[src/rtl/sw_evt_pkg.sv]
// sw_evt_pkg: shared state encoding, PIO word map and event-stamp widths for the switch event sequencer.
package sw_evt_pkg;
  typedef enum logic [2:0] {INIT, IDLE, RD_CAP, CLR, RD_DAT, PUSH} state_t;
  localparam logic [1:0] ADDR_DATA = 2'd0;
  localparam logic [1:0] ADDR_MASK = 2'd2;
  localparam logic [1:0] ADDR_EDGE = 2'd3;
  localparam int TS_W = 16;
`ifdef SW_EVT_TIMESTAMP_EN
  localparam int EVT_TS_W = TS_W;
`else
  localparam int EVT_TS_W = 0;
`endif
endpackage

[src/rtl/sw_event_sequencer_if.sv]
// sw_event_sequencer_if: Avalon-MM slave-port signals of the slide-switch PIO plus its irq line.
interface sw_event_sequencer_if;
  logic [1:0] address;
  logic chipselect;
  logic write_n;
  logic [31:0] writedata;
  logic [31:0] readdata;
  logic irq;
  modport master(output address, chipselect, write_n, writedata, input readdata, irq);
  modport slave(input address, chipselect, write_n, writedata, output readdata, irq);
endinterface

[src/rtl/sw_evt_fifo.sv]
// sw_evt_fifo: synchronous FIFO with valid/ready drain side; push while full is accepted only alongside a pop.
module sw_evt_fifo #(
  parameter int W = 20,
  parameter int DEPTH = 4
) (
  input  logic clk,
  input  logic reset,
  input  logic push,
  input  logic [W-1:0] din,
  output logic full,
  output logic valid,
  input  logic ready,
  output logic [W-1:0] dout
);
  localparam int AW = $clog2(DEPTH);
  logic [W-1:0] mem [DEPTH];
  logic [AW-1:0] wr_ptr, rd_ptr;
  logic [AW:0] count;
  logic pop, do_push;
  assign pop = valid && ready;
  assign do_push = push && (!full || pop);
  assign full = count == (AW+1)'(DEPTH);
  assign valid = count != '0;
  assign dout = mem[rd_ptr];
  always_ff @(posedge clk or posedge reset)
    if (reset) begin
      wr_ptr <= '0;
      rd_ptr <= '0;
      count <= '0;
      for (int i = 0; i < DEPTH; i++) mem[i] <= '0;
    end else begin
      if (do_push) begin
        mem[wr_ptr] <= din;
        wr_ptr <= wr_ptr + 1'b1;
      end
      if (pop) rd_ptr <= rd_ptr + 1'b1;
      count <= count + (AW+1)'(do_push) - (AW+1)'(pop);
    end
endmodule

[src/rtl/sw_event_sequencer.sv]
// sw_event_sequencer: services the switch PIO irq over Avalon-MM and queues {edges, levels} events.
// Optional SW_EVT_TIMESTAMP_EN appends a 16-bit cycle stamp sampled when the capture word is read.
module sw_event_sequencer
  import sw_evt_pkg::*;
#(
  parameter int N_SW = 10,
  parameter int DEPTH = 4,
  parameter logic [N_SW-1:0] INIT_MASK = 10'h3FF
) (
  input  logic clk,
  input  logic reset,
  sw_event_sequencer_if.master pio,
  input  logic [N_SW-1:0] cfg_mask,
  input  logic cfg_mask_wr,
  output logic evt_valid,
  input  logic evt_ready,
  output logic [2*N_SW+EVT_TS_W-1:0] evt_data,
  output logic busy
);
  localparam int EW = 2*N_SW + EVT_TS_W;
  state_t state;
  logic [N_SW-1:0] mask, edges;
  logic pending, full, push;
  logic [EW-1:0] push_data;
  logic unused_rd;
  assign unused_rd = ^pio.readdata[31:N_SW];
  assign busy = state != IDLE;
  assign push = state == PUSH && edges != '0;
  // Bus outputs are registered: each transition loads the bus cycle of the state being entered.
  always_ff @(posedge clk or posedge reset)
    if (reset) begin
      state <= INIT;
      pio.chipselect <= 1'b0;
      pio.write_n <= 1'b1;
      pio.address <= ADDR_DATA;
      pio.writedata <= '0;
      mask <= INIT_MASK;
      pending <= 1'b0;
      edges <= '0;
    end else begin
      pio.chipselect <= 1'b0;
      pio.write_n <= 1'b1;
      pio.address <= ADDR_DATA;
      pio.writedata <= '0;
      case (state)
        INIT:
          if (pio.chipselect) state <= IDLE;
          else begin
            pio.chipselect <= 1'b1;
            pio.write_n <= 1'b0;
            pio.address <= ADDR_MASK;
            pio.writedata <= 32'(mask);
            pending <= 1'b0;
          end
        IDLE:
          if (pending) state <= INIT;
          else if (pio.irq && !full) begin
            state <= RD_CAP;
            pio.chipselect <= 1'b1;
            pio.address <= ADDR_EDGE;
          end
        RD_CAP: begin
          state <= CLR;
          pio.chipselect <= 1'b1;
          pio.write_n <= 1'b0;
          pio.address <= ADDR_EDGE;
          pio.writedata <= 32'({N_SW{1'b1}});
        end
        CLR: begin
          edges <= pio.readdata[N_SW-1:0] & mask;
          state <= RD_DAT;
          pio.chipselect <= 1'b1;
          pio.address <= ADDR_DATA;
        end
        RD_DAT: state <= PUSH;
        PUSH: state <= IDLE;
        default: state <= INIT;
      endcase
      // A late pulse must survive the clear issued by INIT in the same cycle.
      if (cfg_mask_wr) begin
        mask <= cfg_mask;
        pending <= 1'b1;
      end
    end
`ifdef SW_EVT_TIMESTAMP_EN
  logic [TS_W-1:0] ts, stamp;
  always_ff @(posedge clk or posedge reset)
    if (reset) begin
      ts <= '0;
      stamp <= '0;
    end else begin
      ts <= ts + 1'b1;
      stamp <= state == CLR ? ts : stamp;
    end
  assign push_data = {edges, pio.readdata[N_SW-1:0], stamp};
`else
  assign push_data = {edges, pio.readdata[N_SW-1:0]};
`endif
  sw_evt_fifo #(.W(EW), .DEPTH(DEPTH)) u_fifo (
    .clk(clk),
    .reset(reset),
    .push(push),
    .din(push_data),
    .full(full),
    .valid(evt_valid),
    .ready(evt_ready),
    .dout(evt_data)
  );
endmodule

[src/flat_wrapper.sv]
// flat-port wrapper written by rule: the top's interface ports become plain ports
module sw_event_sequencer_flat import sw_evt_pkg::*;
#(
  parameter int N_SW = 10,
  parameter int DEPTH = 4,
  parameter logic [N_SW-1:0] INIT_MASK = 10'h3FF
)
  (clk, reset, cfg_mask, cfg_mask_wr, evt_valid, evt_ready, evt_data, busy, pio_address, pio_chipselect, pio_write_n, pio_writedata, pio_readdata, pio_irq);
  sw_event_sequencer_if pio_i ();
  input  logic clk;
  input  logic reset;
  input  logic [N_SW-1:0] cfg_mask;
  input  logic cfg_mask_wr;
  output logic evt_valid;
  input  logic evt_ready;
  output logic [2*N_SW+EVT_TS_W-1:0] evt_data;
  output logic busy;
  output wire logic [$bits(pio_i.address)-1:0] pio_address;
  output wire logic [$bits(pio_i.chipselect)-1:0] pio_chipselect;
  output wire logic [$bits(pio_i.write_n)-1:0] pio_write_n;
  output wire logic [$bits(pio_i.writedata)-1:0] pio_writedata;
  input wire logic [$bits(pio_i.readdata)-1:0] pio_readdata;
  input wire logic [$bits(pio_i.irq)-1:0] pio_irq;
  assign pio_address = pio_i.address;
  assign pio_chipselect = pio_i.chipselect;
  assign pio_write_n = pio_i.write_n;
  assign pio_writedata = pio_i.writedata;
  assign pio_i.readdata = pio_readdata;
  assign pio_i.irq = pio_irq;
  sw_event_sequencer #(.N_SW(N_SW), .DEPTH(DEPTH), .INIT_MASK(INIT_MASK)) u_core (.clk(clk), .reset(reset), .pio(pio_i), .cfg_mask(cfg_mask), .cfg_mask_wr(cfg_mask_wr), .evt_valid(evt_valid), .evt_ready(evt_ready), .evt_data(evt_data), .busy(busy));
endmodule
[config.mk]
export PLATFORM = sky130hd
export DESIGN_NAME = sw_event_sequencer_flat
export DESIGN_NICKNAME = d
export VERILOG_FILES = /design/src/rtl/sw_evt_pkg.sv /design/src/rtl/sw_event_sequencer_if.sv /design/src/rtl/sw_evt_fifo.sv /design/src/rtl/sw_event_sequencer.sv /design/src/flat_wrapper.sv
export SDC_FILE = /design/constraint.sdc
export NUM_CORES = 1
export LEC_CHECK = 0
export ABC_AREA = 1
export CAP_MARGIN = 20
export CORE_MARGIN = 2
export CORE_UTILIZATION = 57
export CTS_CLUSTER_DIAMETER = 50
export DETAILED_ROUTE_END_ITERATION = 7
export PLACE_DENSITY_LB_ADDON = 0.12
export SLEW_MARGIN = 25
export SYNTH_ARGS = -nofsm -noshare
export SYNTH_HDL_FRONTEND = slang
export SYNTH_SLANG_ARGS = --single-unit
[constraint.sdc]
create_clock -name clk -period 11.1 [get_ports clk]
set_input_delay 2.775 -clock clk [delete_from_list [all_inputs] [get_ports clk]]
set_output_delay 2.775 -clock clk [all_outputs]
set_load 0.01 [all_outputs]
-- Word-level counts from Yosys, hierarchy flattened
Cells that the tools add are included.
- bits in registers: 147
- input bits: 47
- magnitude comparators: 3
- multiplexer cells: 25
- equality and inequality tests: 10
- bitwise operators: 3
- add/sub/neg operators: 4
- reductions and logical operators: 14
- operators by type and width (cell ; number):
    $bwmux W80 ; 1
    $pmux W32 S2 ; 1
    $mux W20 ; 3
    $bmux W20 S2 ; 1
    $demux W20 S2 ; 1
    $pmux W3 S6 ; 1
    $and A10 B10 Y10 ; 1
    $mux W10 ; 1
    $reduce_bool A10 Y1 ; 1
    $eq A3 B3 Y1 const B ; 3
    $mux W3 ; 3
    $mux W1 ; 7
    $eq A3 B2 Y1 const B ; 2
    $ge A3 B3 Y1 const B ; 2
    $mux W2 ; 3
    $ne A3 B1 Y1 const B ; 2
    $not A2 Y3 ; 2
    $pmux W2 S3 ; 1
    $logic_and A1 B1 Y1 ; 5
    $add A2 B1 Y2 const B ; 2
    $reduce_and A2 Y1 ; 2
    $add A3 B1 Y3 ; 1
    $eq A3 B1 Y1 const B ; 1
    $logic_not A3 Y1 ; 1
    other kinds (11) ; 11

-- Logic depth before layout (Yosys ltp)
- depth after elaboration: 6
- depth in mapped cells: 12
- depth with buffers taken out: 11

-- Modules after synthesis
From an unflattened synthesis, not the netlist that was laid out.
- cells, all modules: 689
- area total of the unflattened synthesis: 5929.4 sq um
- by module, submodules not included (module ; area an instance (sq um) ; seq. area each (sq um) ; times used ; cells each):
    sw_evt_fifo ; 4262.8 ; 2177.1 ; 1 ; 516
    sw_event_sequencer ; 1666.6 ; 964.7 ; 1 ; 173

-- Least setup slack after synthesis
Ideal clock, no wire load.
- kind: input-to-reg
- start point: input evt_ready
- end point: register u_core.u_fifo.count[2]
- data arrival time: 4.243 ns
- cell stages on the path: 11
- library setup time: 0.129 ns
- slack: 6.728 ns
- buffers on the path: 1
- cell sequence: inv_1 -> nand3_1 -> nand2_1 -> inv_2 -> buf_12 -> nand2_1 -> ha_1 -> inv_1 -> ha_1 -> fa_1 -> xor2_1
- longest elaborated chain between the ends: 5
- RTL lines (element ; RTL line ; text):
    from (decl) ; flat_wrapper.sv:15 ; input logic evt_ready;
    $logic_and A1 B1 Y1 (*) ; sw_evt_fifo.sv:20 ; assign pop = valid && ready;
    $logic_or A1 B1 Y1 ; sw_evt_fifo.sv:21 ; assign do_push = push && (!full || pop);
    $logic_and A1 B1 Y1 ; sw_evt_fifo.sv:21 ;
    $add A3 B1 Y3 ; sw_evt_fifo.sv:37 ; count <= count + (AW+1)'(do_push) - (AW+1)'(pop);
    $sub A3 B1 Y3 (*) ; sw_evt_fifo.sv:37 ;
    to (signal assigned) ; sw_evt_fifo.sv:37 ;
    to (decl) ; sw_evt_fifo.sv:18 ; logic [AW:0] count;
Every way passes the cells marked *; elsewhere a longest branch is shown, timed or not.
A chain may end at the register's enable or synchronous reset.

-- Final worst setup path
- start point: register u_core.u_fifo.rd_ptr[1]
- end point: output evt_data[8]
- longest elaborated chain between the ends: 4
- RTL lines (element ; RTL line ; text):
    from (decl) ; sw_evt_fifo.sv:17 ; logic [AW-1:0] wr_ptr, rd_ptr;
    from (signal assigned) ; sw_evt_fifo.sv:36 ; if (pop) rd_ptr <= rd_ptr + 1'b1;
    $not A2 Y3 (not written as such) ; sw_evt_fifo.sv:24 ; assign dout = mem[rd_ptr];
    $bmux W20 S2 ; sw_evt_fifo.sv:24 ;
    $mux W20 (not written as such) (2 in a row) ; sw_evt_fifo.sv:24 ;
    to (decl) ; flat_wrapper.sv:16 ; output logic [2*N_SW+EVT_TS_W-1:0] evt_data;
No other way between the ends. The select of a mux whose other input is x is not followed.

==> impl_metrics.yaml <==
status:
  status: "completed"
critical_path:
  rrSetupSlack_ns: 8.05
  end_kind: "primary output"
  arrival_ns: 2.97
  path_buf_inv: 2
  slowest_delay_ns: 0.73
  critical_path.slowest_cell: "dfrtp_1"
  worst-path-max-fanout: 22
  reg2regPathDepth: 11
  critPathTopFamily: "buffers and inverters"
  path_cells: "inv_1 > o21ai_0 > o22ai_1 > clkdlybuf4s50_1"
  worstReg2RegEnd: "u_core.u_fifo.count[2]$_DFF_PP0_"
  crit_required_ns: 8.33
  cp-start-kind: "register"
  rr_startpoint: "u_core.edges[6]$_DFFE_PP0P_"
  criticalPathCategory: "reg -> out"
final_layout:
  diodes: 0
  drive_above_1_share_pct: 7.34
  final_nets: 777
  area_growth_pct: 16.1
  fillers: 824
  final_design_area_no_fill_um2: 6920
sta:
  fmax_mhz: 174
  worstMarginPinSlew_ns: 1.11
  final-hold-violation-count: 0
  slew_headroom_pct: 26.0
  clock_skew_ns: 0.00875
  setup_slack_ns: 5.35
  period_needed_ns: 5.75
  setup_tns_ns: 0
  fin_crit_sh_pct: 51.8
  slew_viol_final: 0
  rsz0062_at_grt: "no"
  finalSetupViolations: 0
yosys:
  ys_types: 25
  synthSimpleGateAreaFrac_pct: 26.0
  ys_top_cells_by_area: "dfrtp_1, nand2_1, nand4_1"
  synth_top_area_share_pct: 47.9
  ys_seq_area_share_pct: 52.8
  syn_area_um2: 5950
  synth-xor-area-share_pct: 0.441
  synth_top_family_by_area: "simple AND/OR/NAND/NOR gates"
  synth_compound_area_share_pct: 8.36
  synthMuxAreaShare_pct: 0
  ys_ff_latch: 125
  yosysWarnings: 0
  synth_fa_ha_area_share_pct: 1.60
  syn_area_per_cell_um2: 8.67
  synth_top_area_cell: "dfrtp_1"
  synthCells: 687
clocking:
  clkLatencyLatePin_ns: 0.52
  postCtsHoldBufs: 0
  root_buffer: "clkbuf_8"
  cts_max_level: 4
  clk_pin_slew_worst_paths_ns: 0.06
  cts.sinks: 125
  clk_path_buf_depth: 2
  cts_made_buffers: 17
  cts_resized: 0
  post-cts-setup-buffer-count: 0
  cts_tree: "yes"
floorplan:
  die_x_um: 106
  core-area_um2: 10200
  die_area_um2: 11300
  design.portCount: 105
  start_util_pct: 58.2
  fp-row-count: 37
  die_height_um: 106
job:
  maxCapViolCount: 0
grt:
  first_global_vias: 4729
  antenna_found_initial: 0
  grt.total_usage_pct: 28.4
  grt_pass1_wl_um: 24600
  overflow: 0
  grt_max_degree: 88
place:
  hpwlAfterDp_um: 8550
  place_area_um2: 6350
  dp_slack_ns: 5.44
  gp_congestion: 0.796
  portBuffers: 60
routing:
  avgViaCountPerCell: 5.73
  drc: 0
  vias: 4999
  drt_iter0_drc: 473
  drt_wl_total_um: 14900
  drtPass1Iterations: 6
  drtAntennaViolNets: 0
  wire_per_inst_um: 17.0
power_and_ir_drop:
  p_leak_nw: 3.47
  power_density_nw_per_um2: 306
  ir_drop_mv: 0.190
  power.total_mw: 2.11
min_path:
  min_from: "u_core.u_fifo.mem[42]$_DFFE_PP0P_"
  hp-class: "reg -> reg"
  hold_end: "u_core.u_fifo.mem[42]$_DFFE_PP0P_"
  worstHoldPathCells: 2
==> cell type report <==
| class | instances | area, µm² | share of cell area [%] |
|---|---|---|---|
| clock buffers | 24 | 470 | 6.80 |
| clock inverters | 8 | 90.1 | 1.30 |
| inverters | 32 | 123 | 1.77 |
| multi-input cells | 478 | 2250 | 32.6 |
| flip-flops and latches | 125 | 3140 | 45.4 |
| well taps | 136 | 170 | 2.46 |
| repair buffers | 69 | 668 | 9.66 |
==> metrics by stage <==
step / hold WS, ns / util, % / cells
after floorplan: 0.437 / - / 708
after global placement: 0.448 / 62.1 / 840
after detailed placement: 0.453 / 62.1 / 840
after CTS: 0.467 / 67.5 / 872
after global routing: 0.482 / 67.6 / 872
final: 0.467 / 67.6 / 872
==> tightest hold or removal path, delay by kind of cell, from the launching register on <==
family        cells  cell delay [ns]
simple gates      2             0.10
flops             1             0.34
==> registers in the layout, summed over array words and instances (netlist names) <==
name                   flops
u_core.edges              10
u_core.pio.chipselect      1
u_core.state               3
u_core.pending             1
u_core.mask               10
u_core.u_fifo.rd_ptr       2
u_core.pio.write_n         1
u_core.pio.writedata      10
u_core.u_fifo.wr_ptr       2
u_core.u_fifo.count        3
u_core.u_fifo.mem         80
u_core.pio.address         2
==> layout by cell type (no fill, tap or decap) <==
cell and instances:
nand2_1 202, clkinv_2 6, ha_1 6, clkbuf_16 16, nand4_1 80, bufinv_16 2, clkbuf_8 4, a21oi_1 4
nand3_2 1, a21o_1 1, inv_1 28, o21ai_0 69, dfstp_2 11, fa_1 1, xor2_1 2, clkdlybuf4s50_1 60
inv_2 3, nor2_1 52, xnor2_1 1, nand2_2 1, conb_1 22, nand3_1 16, clkbuf_1 4, inv_4 1
dfrtp_1 114, o22ai_1 20, buf_4 9
==> power breakdown <==
part           internal, mW  total [mW]  switching (mW)
clock                 0.335       0.524           0.189
sequential            0.632       0.762           0.130
combinational         0.321       0.827           0.506
==> cell families after synthesis <==
group                      count (synthesis)
AOI/OAI and AO/OA                         94
other                                      1
buffers and inverters                    105
DFF                                      125
adders and majority gates                  7
xor gates and xnor gates                   3
and+or+nand+nor                          352
==> how the worst max path moves through the flow <==
stage,startpoint,endpoint,slack (ns),cells after the start
global route,u_core.u_fifo.rd_ptr[1]$_DFFE_PP0P_,evt_data[14],5.25,4
floorplan,reset,u_core.edges[0]$_DFFE_PP0P_,5.02,1
global placement,evt_ready,u_core.u_fifo.mem[73]$_DFFE_PP0P_,5.47,9
detailed placement,evt_ready,u_core.u_fifo.mem[24]$_DFFE_PP0P_,5.44,9
finish,u_core.u_fifo.rd_ptr[1]$_DFFE_PP0P_,evt_data[8],5.35,4
CTS,u_core.u_fifo.rd_ptr[1]$_DFFE_PP0P_,evt_data[8],5.36,4
==> per-layer routing <==
layer / track usage (%) / share of wire (%) / vias to the layer above
met5: 0 / 0 / -
met3: 7.85 / 9.3 / 17
li1: - / - / 2331
met1: 40.0 / 42 / 2404
met4: 8.46 / 1.1 / 0
met2: 43.4 / 47 / 247
==> synthesized netlist by cell type (all sizes together) <==
| cell | count |
|---|---|
| a21o | 1 |
| a21oi | 4 |
| buf | 52 |
| clkbuf | 21 |
| conb | 1 |
| dfrtp | 114 |
| dfstp | 11 |
| fa | 1 |
| ha | 6 |
| inv | 32 |
| nand2 | 203 |
| nand3 | 17 |
| nand4 | 80 |
| nor2 | 52 |
| o21ai | 69 |
| o22ai | 20 |
| xnor2 | 1 |
| xor2 | 2 |
Note: power is estimated with default switching activity, not from simulation.
